===== src/rtl/uart_pkg.sv =====
// uart_pkg: shared FSM encoding, oversampling constants and baud defaults for the UART tops
package uart_pkg;
    localparam logic [2:0] ST_IDLE    = 3'd0;
    localparam logic [2:0] ST_START   = 3'd1;
    localparam logic [2:0] ST_DATA    = 3'd2;
    localparam logic [2:0] ST_STOP    = 3'd3;
    localparam logic [2:0] ST_WAIT_HI = 3'd4;

    typedef enum logic [2:0] {
        IDLE    = ST_IDLE,
        START   = ST_START,
        DATA    = ST_DATA,
        STOP    = ST_STOP,
        WAIT_HI = ST_WAIT_HI
    } state_t;

    localparam int MID_TICK   = 7;
    localparam int OVERSAMPLE = 16;
    localparam int DEF_DIV    = 163;
    localparam int DEF_SIZ    = 8;
endpackage


===== src/rtl/baud_gen.sv =====
// baud_gen: free-running modulo-M divider emitting a one-clock tick at count M-1
module baud_gen
    import uart_pkg::*;
#(
    parameter int N = DEF_SIZ,
    parameter int M = DEF_DIV
) (
    input  logic i_clock,
    input  logic i_reset,
    output logic max_tick
);
    logic [N-1:0] q;

    assign max_tick = (q == N'(M - 1));

    // count 0..M-1 and wrap on the tick
    always_ff @(posedge i_clock)
        q <= (i_reset || max_tick) ? '0 : q + 1'b1;
endmodule


===== src/rtl/uart_rx_full.sv =====
// uart_rx_full: 16x oversampled UART receiver with input synchronizer and framing-error flag
module uart_rx_full
    import uart_pkg::*;
#(
    parameter int DBIT    = 16,
    parameter int SB_TICK = 16,
    parameter int DIV     = DEF_DIV,
    parameter int SIZ     = DEF_SIZ
) (
    input  logic            i_clock,
    input  logic            i_reset,
    input  logic            rx,
    output logic [DBIT-1:0] o_Data,
    output logic            rx_done,
    output logic            o_frame_err
);
    localparam int SW = $clog2(SB_TICK > OVERSAMPLE ? SB_TICK : OVERSAMPLE);
    localparam int NW = $clog2(DBIT);
    localparam logic [SW-1:0] S_MID  = SW'(MID_TICK);
    localparam logic [SW-1:0] S_LAST = SW'(OVERSAMPLE - 1);
    localparam logic [SW-1:0] S_STOP = SW'(SB_TICK - 1);
    localparam logic [NW-1:0] N_LAST = NW'(DBIT - 1);

    state_t          state, state_n;
    logic [SW-1:0]   s, s_n;
    logic [NW-1:0]   n, n_n;
    logic [DBIT-1:0] b, b_n, data_n;
    logic            done_n, ferr_n;
    logic [1:0]      sync;
    logic            rx_s, s_tick;

    baud_gen #(.N(SIZ), .M(DIV)) u_baud (
        .i_clock  (i_clock),
        .i_reset  (i_reset),
        .max_tick (s_tick)
    );

    assign rx_s = sync[1];

    // two-flop synchronizer on the asynchronous line, reset to idle-high
    always_ff @(posedge i_clock)
        sync <= i_reset ? 2'b11 : {sync[0], rx};

    // FSM and datapath registers
    always_ff @(posedge i_clock) begin
        if (i_reset) begin
            state       <= IDLE;
            s           <= '0;
            n           <= '0;
            b           <= '0;
            o_Data      <= '0;
            rx_done     <= 1'b0;
            o_frame_err <= 1'b0;
        end else begin
            state       <= state_n;
            s           <= s_n;
            n           <= n_n;
            b           <= b_n;
            o_Data      <= data_n;
            rx_done     <= done_n;
            o_frame_err <= ferr_n;
        end
    end

    // next-state: start edge checked every clock, everything else advances on ticks
    always_comb begin
        state_n = state;
        s_n     = s;
        n_n     = n;
        b_n     = b;
        data_n  = o_Data;
        done_n  = 1'b0;
        ferr_n  = o_frame_err;
        case (state)
            IDLE:
                if (!rx_s) begin
                    s_n     = '0;
                    state_n = START;
                end
            START:
                if (s_tick) begin
                    if (s == S_MID) begin
                        s_n     = '0;
                        n_n     = '0;
                        state_n = rx_s ? IDLE : DATA;
                    end else
                        s_n = s + 1'b1;
                end
            DATA:
                if (s_tick) begin
                    if (s == S_LAST) begin
                        b_n     = {rx_s, b[DBIT-1:1]};
                        s_n     = '0;
                        n_n     = (n == N_LAST) ? n : n + 1'b1;
                        state_n = (n == N_LAST) ? STOP : DATA;
                    end else
                        s_n = s + 1'b1;
                end
            STOP:
                if (s_tick) begin
                    if (s == S_STOP) begin
                        data_n  = b;
                        done_n  = 1'b1;
                        ferr_n  = ~rx_s;
                        state_n = rx_s ? IDLE : WAIT_HI;
                    end else
                        s_n = s + 1'b1;
                end
            WAIT_HI:
                if (rx_s) state_n = IDLE;
            default:
                state_n = IDLE;
        endcase
    end
endmodule

===== config.mk =====
export PLATFORM = sky130hd
export DESIGN_NAME = uart_rx_full
export DESIGN_NICKNAME = d
export VERILOG_FILES = /design/src/rtl/uart_pkg.sv /design/src/rtl/baud_gen.sv /design/src/rtl/uart_rx_full.sv
export SDC_FILE = /design/constraint.sdc
export NUM_CORES = 1
export LEC_CHECK = 0
export CAP_MARGIN = 20
export CORE_MARGIN = 2
export CORE_UTILIZATION = 40
export DETAILED_ROUTE_END_ITERATION = 7
export GPL_ROUTABILITY_DRIVEN = 0
export PLACE_DENSITY_LB_ADDON = 0.2
export RECOVER_POWER = 25
export SLEW_MARGIN = 5
export SYNTH_ARGS = -nofsm -noshare
export SYNTH_HDL_FRONTEND = slang
export SYNTH_SLANG_ARGS = --single-unit

===== constraint.sdc =====
create_clock -name i_clock -period 4.26 [get_ports i_clock]
set_input_delay 0.426 -clock i_clock [delete_from_list [all_inputs] [get_ports i_clock]]
set_output_delay 0.426 -clock i_clock [all_outputs]
set_load 0.01 [all_outputs]

Word-level counts from Yosys, hierarchy flattened --
Cells that the tools add are included.
Storage, ports and cells: bits in registers 55, latch bits 0, memory bits (writable) 0, ROM bits 0, input port bits 3, output and inout port bits 18, logic and storage cells 70, memories 0
Operators by class: add/sub/neg operators 3, multipliers 0, div/mod/pow operators 0, magnitude comparators 0, equal/unequal tests 18, shifts and indexed selects 0, muxes and demuxes 27, bitwise operators 3, reductions and logical operators 10
Operators by type and width (count):
- two-way mux 4 bit | 12
- two-way mux 3 bit | 9
- one-hot mux 4 bit (4 select lines) | 1
- one-hot mux 3 bit (5 select lines) | 1
- != test 2 bit (second input constant) | 7
- AND reduction 6 bit | 2
- adder 4 x 1 -> 4 bit (second input constant) | 2
- adder 8 x 1 -> 8 bit (second input constant) | 1
- equality test 4 bit (second input constant) | 2
- equality test 8 bit (second input constant) | 1
- one-hot mux 4 bit (2 select lines) | 1
- AND reduction 8 bit | 1
- equality test 3 x 2 -> 1 bit (second input constant) | 2
- != test 2 x 1 -> 1 bit (second input constant) | 3
- AND reduction 3 bit | 2
- equality test 4 x 3 -> 1 bit (second input constant) | 1
- nonzero test 4 bit | 1
- equality test 3 x 1 -> 1 bit (second input constant) | 1
- equality test 3 bit (second input constant) | 1
- logical NOT 3 bit | 1
- inverter 1 bit | 3
- OR reduction 3 bit | 1
- two-way mux 1 bit | 2
- two-way mux 2 bit | 1
- other kinds (2) | 2

Longest topological paths before layout --
depth after elaboration 5, mapped depth 8

Hierarchy --
From an unflattened synthesis, not the netlist that was laid out.
Unflattened totals: cell total of the unflattened synthesis 262, area total of the unflattened synthesis 2433.6 um^2
Modules (own cells, without submodules):
- uart_rx_full | instances 1, cells an instance 221, area each 2037.0 um^2, sequential area each 940.9 um^2
- baud_gen | instances 1, cells an instance 41, area each 396.6 um^2, sequential area each 160.2 um^2

Worst setup path before layout --
No wires, ideal clock.
path type reg-to-reg, start point reg s[0], end point reg o_Data[0], setup time 128 ps, arrival time 1781 ps, data required time 4132 ps, path slack 2351 ps, cell stages (with the launch flop) 9, buffers on the path 3, period minus slack after synthesis 1909 ps, path through dfxtp_1 -> ha_1 -> clkbuf_1 -> nand3_1 -> or4_4 -> buf_6 -> buf_6 -> mux2i_1 -> nor2_1
On the way: word-level cells in the longest chain between the ends 2
Ends and longest elaborated chain:
- from (decl) | line uart_rx_full.sv:25 | logic [SW-1:0] s, s_n;
- from (signal assigned) | line uart_rx_full.sv:56 | s <= s_n;
- equality test 4 bit | line uart_rx_full.sv:101 | if (s == S_STOP) begin
- AND reduction 3 bit (no line)
- to (signal assigned) | line uart_rx_full.sv:59 | o_Data <= data_n;
- to (decl) | line uart_rx_full.sv:13 | output logic [DBIT-1:0] o_Data,
Every way passes these cells. A chain may end at the register's enable or synchronous reset.

Worst setup path in the final report --
start point reg state[1], end point reg b[8]
On the way: word-level cells in the longest chain between the ends 2
Ends and longest elaborated chain:
- from (decl) | line uart_rx_full.sv:24 | state_t state, state_n;
- from (signal assigned) | line uart_rx_full.sv:55 | state <= state_n;
- equality test 3 x 2 -> 1 bit | line uart_rx_full.sv:74 | case (state)
- AND reduction 3 bit (no line)
- to (signal assigned) | line uart_rx_full.sv:58 | b <= b_n;
- to (decl) | line uart_rx_full.sv:27 | logic [DBIT-1:0] b, b_n, data_n;
Every way passes these cells.

==> results.sh <==
export IMPL_outcome="complete, but fails checks"
export IMPL_violations="capacitance limit, slew limit"
export IMPL_synth_seq_area_share_pct=45.06
export IMPL_net_switching_power_w=0.0003099
export IMPL_drt_wl_total_mm=4.526
export IMPL_start_util_pct=41.27
export IMPL_rsz0062_at_grt="no"
export IMPL_synthesis_area_mm2=0.002444
export IMPL_place_hpwl_mm=3.039
export IMPL_numClockSinks=55
export IMPL_critical_path_max_fanout=16
export IMPL_drive_above_1_share_pct=6.343
export IMPL_leakagePower_nw=1.240
export IMPL_rr_startpoint="state[1]"
export IMPL_port_buffers=20
export IMPL_syn_inst=256
export IMPL_synth_mux_area_fraction_pct=13.52
export IMPL_post_cts_setup_buffer_count=0
export IMPL_cts_root_buf="clkbuf_8"
export IMPL_pwr_share_comb_pct=15.6
export IMPL_yosys_area_share_simple_pct=19.97
export IMPL_clock_skew_ps=13.90
export IMPL_cpPeakStageDelay_ps=650
export IMPL_avgRoutedWirePerCell_um=13.20
export IMPL_cp_required_ps=4390
export IMPL_htree_levels=2
export IMPL_tritoncts="yes"
export IMPL_worst_slew_pin_slew_ps=2055
export IMPL_syn_to_final_growth_pct=12.75
export IMPL_numCtsBuffers=5
export IMPL_cp_arrival_ps=2450
export IMPL_final_max_slew_viol_count=52
export IMPL_synth_edf_count=0
export IMPL_grt_start_max_net_pins=52
export IMPL_yosys_warnings=0
export IMPL_via_per_inst=5.356
export IMPL_holdPathEnd="sync[1]"
export IMPL_antenna_cells=0
export IMPL_final_util_pct=46.53
export IMPL_fin_crit_ps=2314
export IMPL_crit_type="reg2reg"
export IMPL_synth_adder_area_share_pct=2.048
export IMPL_holdBufCountCts=0
export IMPL_antenna_found_initial=0
export IMPL_coreArea_mm2=0.005921
export IMPL_synth_compound_area_share_pct=12.44
export IMPL_min_from="sync[0]"
export IMPL_relSlewSlack_pct=-36.98
export IMPL_drc=0
export IMPL_p_per_area_mw_per_mm2=370.3
export IMPL_avgSynthCellArea_um2=9.545
export IMPL_cp_end_kind="register"
export IMPL_clock_latency_ps=320
export IMPL_finalHoldViolCount=0
export IMPL_row_count=28
export IMPL_grt_pass1_vias=1674
export IMPL_die_x_um=82.16
export IMPL_critPathSlowestCell="dfxtp_1"
export IMPL_synth_distinct_cells=51
export IMPL_grt_pass1_wl_mm=7.638
export IMPL_fin_crit_sh_pct=54.32
export IMPL_synth_top_family_by_area="simple AND/OR/NAND/NOR gates"
export IMPL_clockPowerShare_pct=30.7
export IMPL_cts_resized=0
export IMPL_async_reset_ff_share_pct=0
export IMPL_r2r_cells=4
export IMPL_synth_xor_xnor_area_share_pct=3.226
export IMPL_pwr_share_seq_pct=53.7
export IMPL_min_path_type="reg2reg"
export IMPL_path_clk_slew_ps=100
export IMPL_drt_iter0_markers=114
export IMPL_syn_num_nets=263
export IMPL_globalRoute_totalOverflow=0
export IMPL_layout_nets=274
export IMPL_drtAntennaViolNets=0
export IMPL_fmax_ghz=0.4322
export IMPL_design_die_area_mm2=0.006750
export IMPL_placed_area_mm2=0.002656
export IMPL_cap_viol_max_count=1
export IMPL_grt_usage_pct=14.51
export IMPL_power_internal_w=0.0007104
export IMPL_start_kind="register"
export IMPL_io_pins=21
export IMPL_switching_share_pct=30.38
export IMPL_ir_drop_uv=227.3
export IMPL_synth_top_flop_cell="dfxtp_1"
export IMPL_critical_path_cell_chain="nor3b_2 -> nand4_2 -> mux2i_1 -> nor2_1"
export IMPL_ys_ff_latch=55
export IMPL_min_path_cells=1
export IMPL_setup_tns_final_ps=0
export IMPL_vias=1837
export IMPL_rrSetupSlack_ps=1950
export IMPL_clockBufferDepth=2
export IMPL_first_pass_iters=4
export IMPL_r2r_end="b[8]"
export IMPL_setup_viol=0
export IMPL_design_area_mm2=0.002755
export IMPL_dieHeight_um=82.16
[critical path: cells and delay by family (launching register included)]
kind / cells / cell delay [ps]
muxes: 1 / 340
DFF: 1 / 650
and+or+nand+nor: 3 / 1140
[Yosys cell counts, types with 4 or more instances]
| master | count | area, µm² |
|---|---|---|
| mux2i_1 | 33 | 330.3 |
| clkbuf_1 | 13 | 48.80 |
| xnor2_1 | 4 | 35.03 |
| o41ai_1 | 4 | 35.03 |
| a21oi_1 | 10 | 50.05 |
| ha_1 | 4 | 50.05 |
| nand3_1 | 9 | 45.04 |
| nand2_1 | 4 | 15.01 |
| xor2_1 | 5 | 43.79 |
| o31ai_1 | 6 | 45.04 |
| dfxtp_1 | 55 | 1101 |
| nand4_1 | 8 | 50.05 |
| nor2_1 | 47 | 176.4 |
| inv_1 | 4 | 15.01 |
[worst max path at each step]
| stage | from | to | slack, ps | cells after the start |
|---|---|---|---|---|
| final | state[1] | b[8] | 1950 | 4 |
| after global routing | state[1] | b[0] | 1710 | 4 |
| after CTS | state[1] | b[8] | 1970 | 4 |
| after detailed placement | state[1] | b[15] | 1970 | 4 |
| after global placement | state[1] | b[13] | 2000 | 4 |
| after floorplan | s[0] | o_Data[0] | 2350 | 8 |
[area by class of cell]
cell class,instances,area (µm²)
repair buffers,20,193.9
well taps,75,93.84
inverters,4,15.01
clock buffers,5,68.82
fillers,587,3166
flip-flops and latches,55,1101
clock inverters,3,31.28
multi-input cells,181,1251
[per-layer routing]
| layer | global-route usage, % | wire, µm |
|---|---|---|
| met3 | 4.239 | 122 |
| met2 | 22.52 | 2007 |
| met4 | 3.500 | 35 |
| met1 | 19.89 | 2361 |
| met5 | 0 | 0 |
[registers in the layout, summed over array words and instances (netlist names)]
register / count
b: 16
o_Data: 16
u_baud.q: 8
n: 4
s: 4
state: 3
sync: 2
o_frame_err: 1
rx_done: 1
[metrics by stage]
stage	std cells	worst slack (ps)	hold WS, ps	power (W)
2_1_floorplan	256	2351	389.5	0.0006844
3_3_place_gp	335	2003	404.6	0.0007184
3_5_place_dp	335	1972	393.9	0.0007171
4_1_cts	343	1967	422.6	0.001034
5_1_grt	343	1707	442.1	0.001079
6_report	343	1946	419.0	0.001020
[cells by family after synthesis]
family,after synthesis
AO/OA/AOI/OAI,42
XOR/XNOR,9
adder cells (fa/ha/maj),4
buffers and inverters,20
flip-flops,55
multiplexers,33
AND/OR/NAND/NOR,93
[power groups by stage]
stage                     Sequential (W)  Combinational [W]  Clock (W)
after floorplan                 0.000544           0.000140          0
after global placement          0.000560           0.000159          0
after detailed placement        0.000559           0.000158          0
after CTS                       0.000548           0.000158   0.000327
after global routing            0.000551           0.000178   0.000350
final                           0.000548           0.000159   0.000313
[placed cells by master, fill, tap and decap left out, types with 2 or more instances in the layout]
cell type         n
and3_1            3
inv_8             2
dlygate4sd3_1    16
o32ai_1           2
xnor2_1           4
nor3b_1           2
o41ai_1           4
xor2_1            5
mux2i_1          33
nand3_1           9
nand2_1           4
nand2b_1          2
clkbuf_8          5
a21o_1            2
inv_1             4
dfxtp_1          55
clkdlybuf4s50_1   3
nand4_1           8
or2_2             2
o21ai_0           3
a311oi_1          3
o31ai_1           6
a31oi_1           2
nor2_1           47
a21oi_1          10
ha_1              4
(Power assumes the default switching activity.)
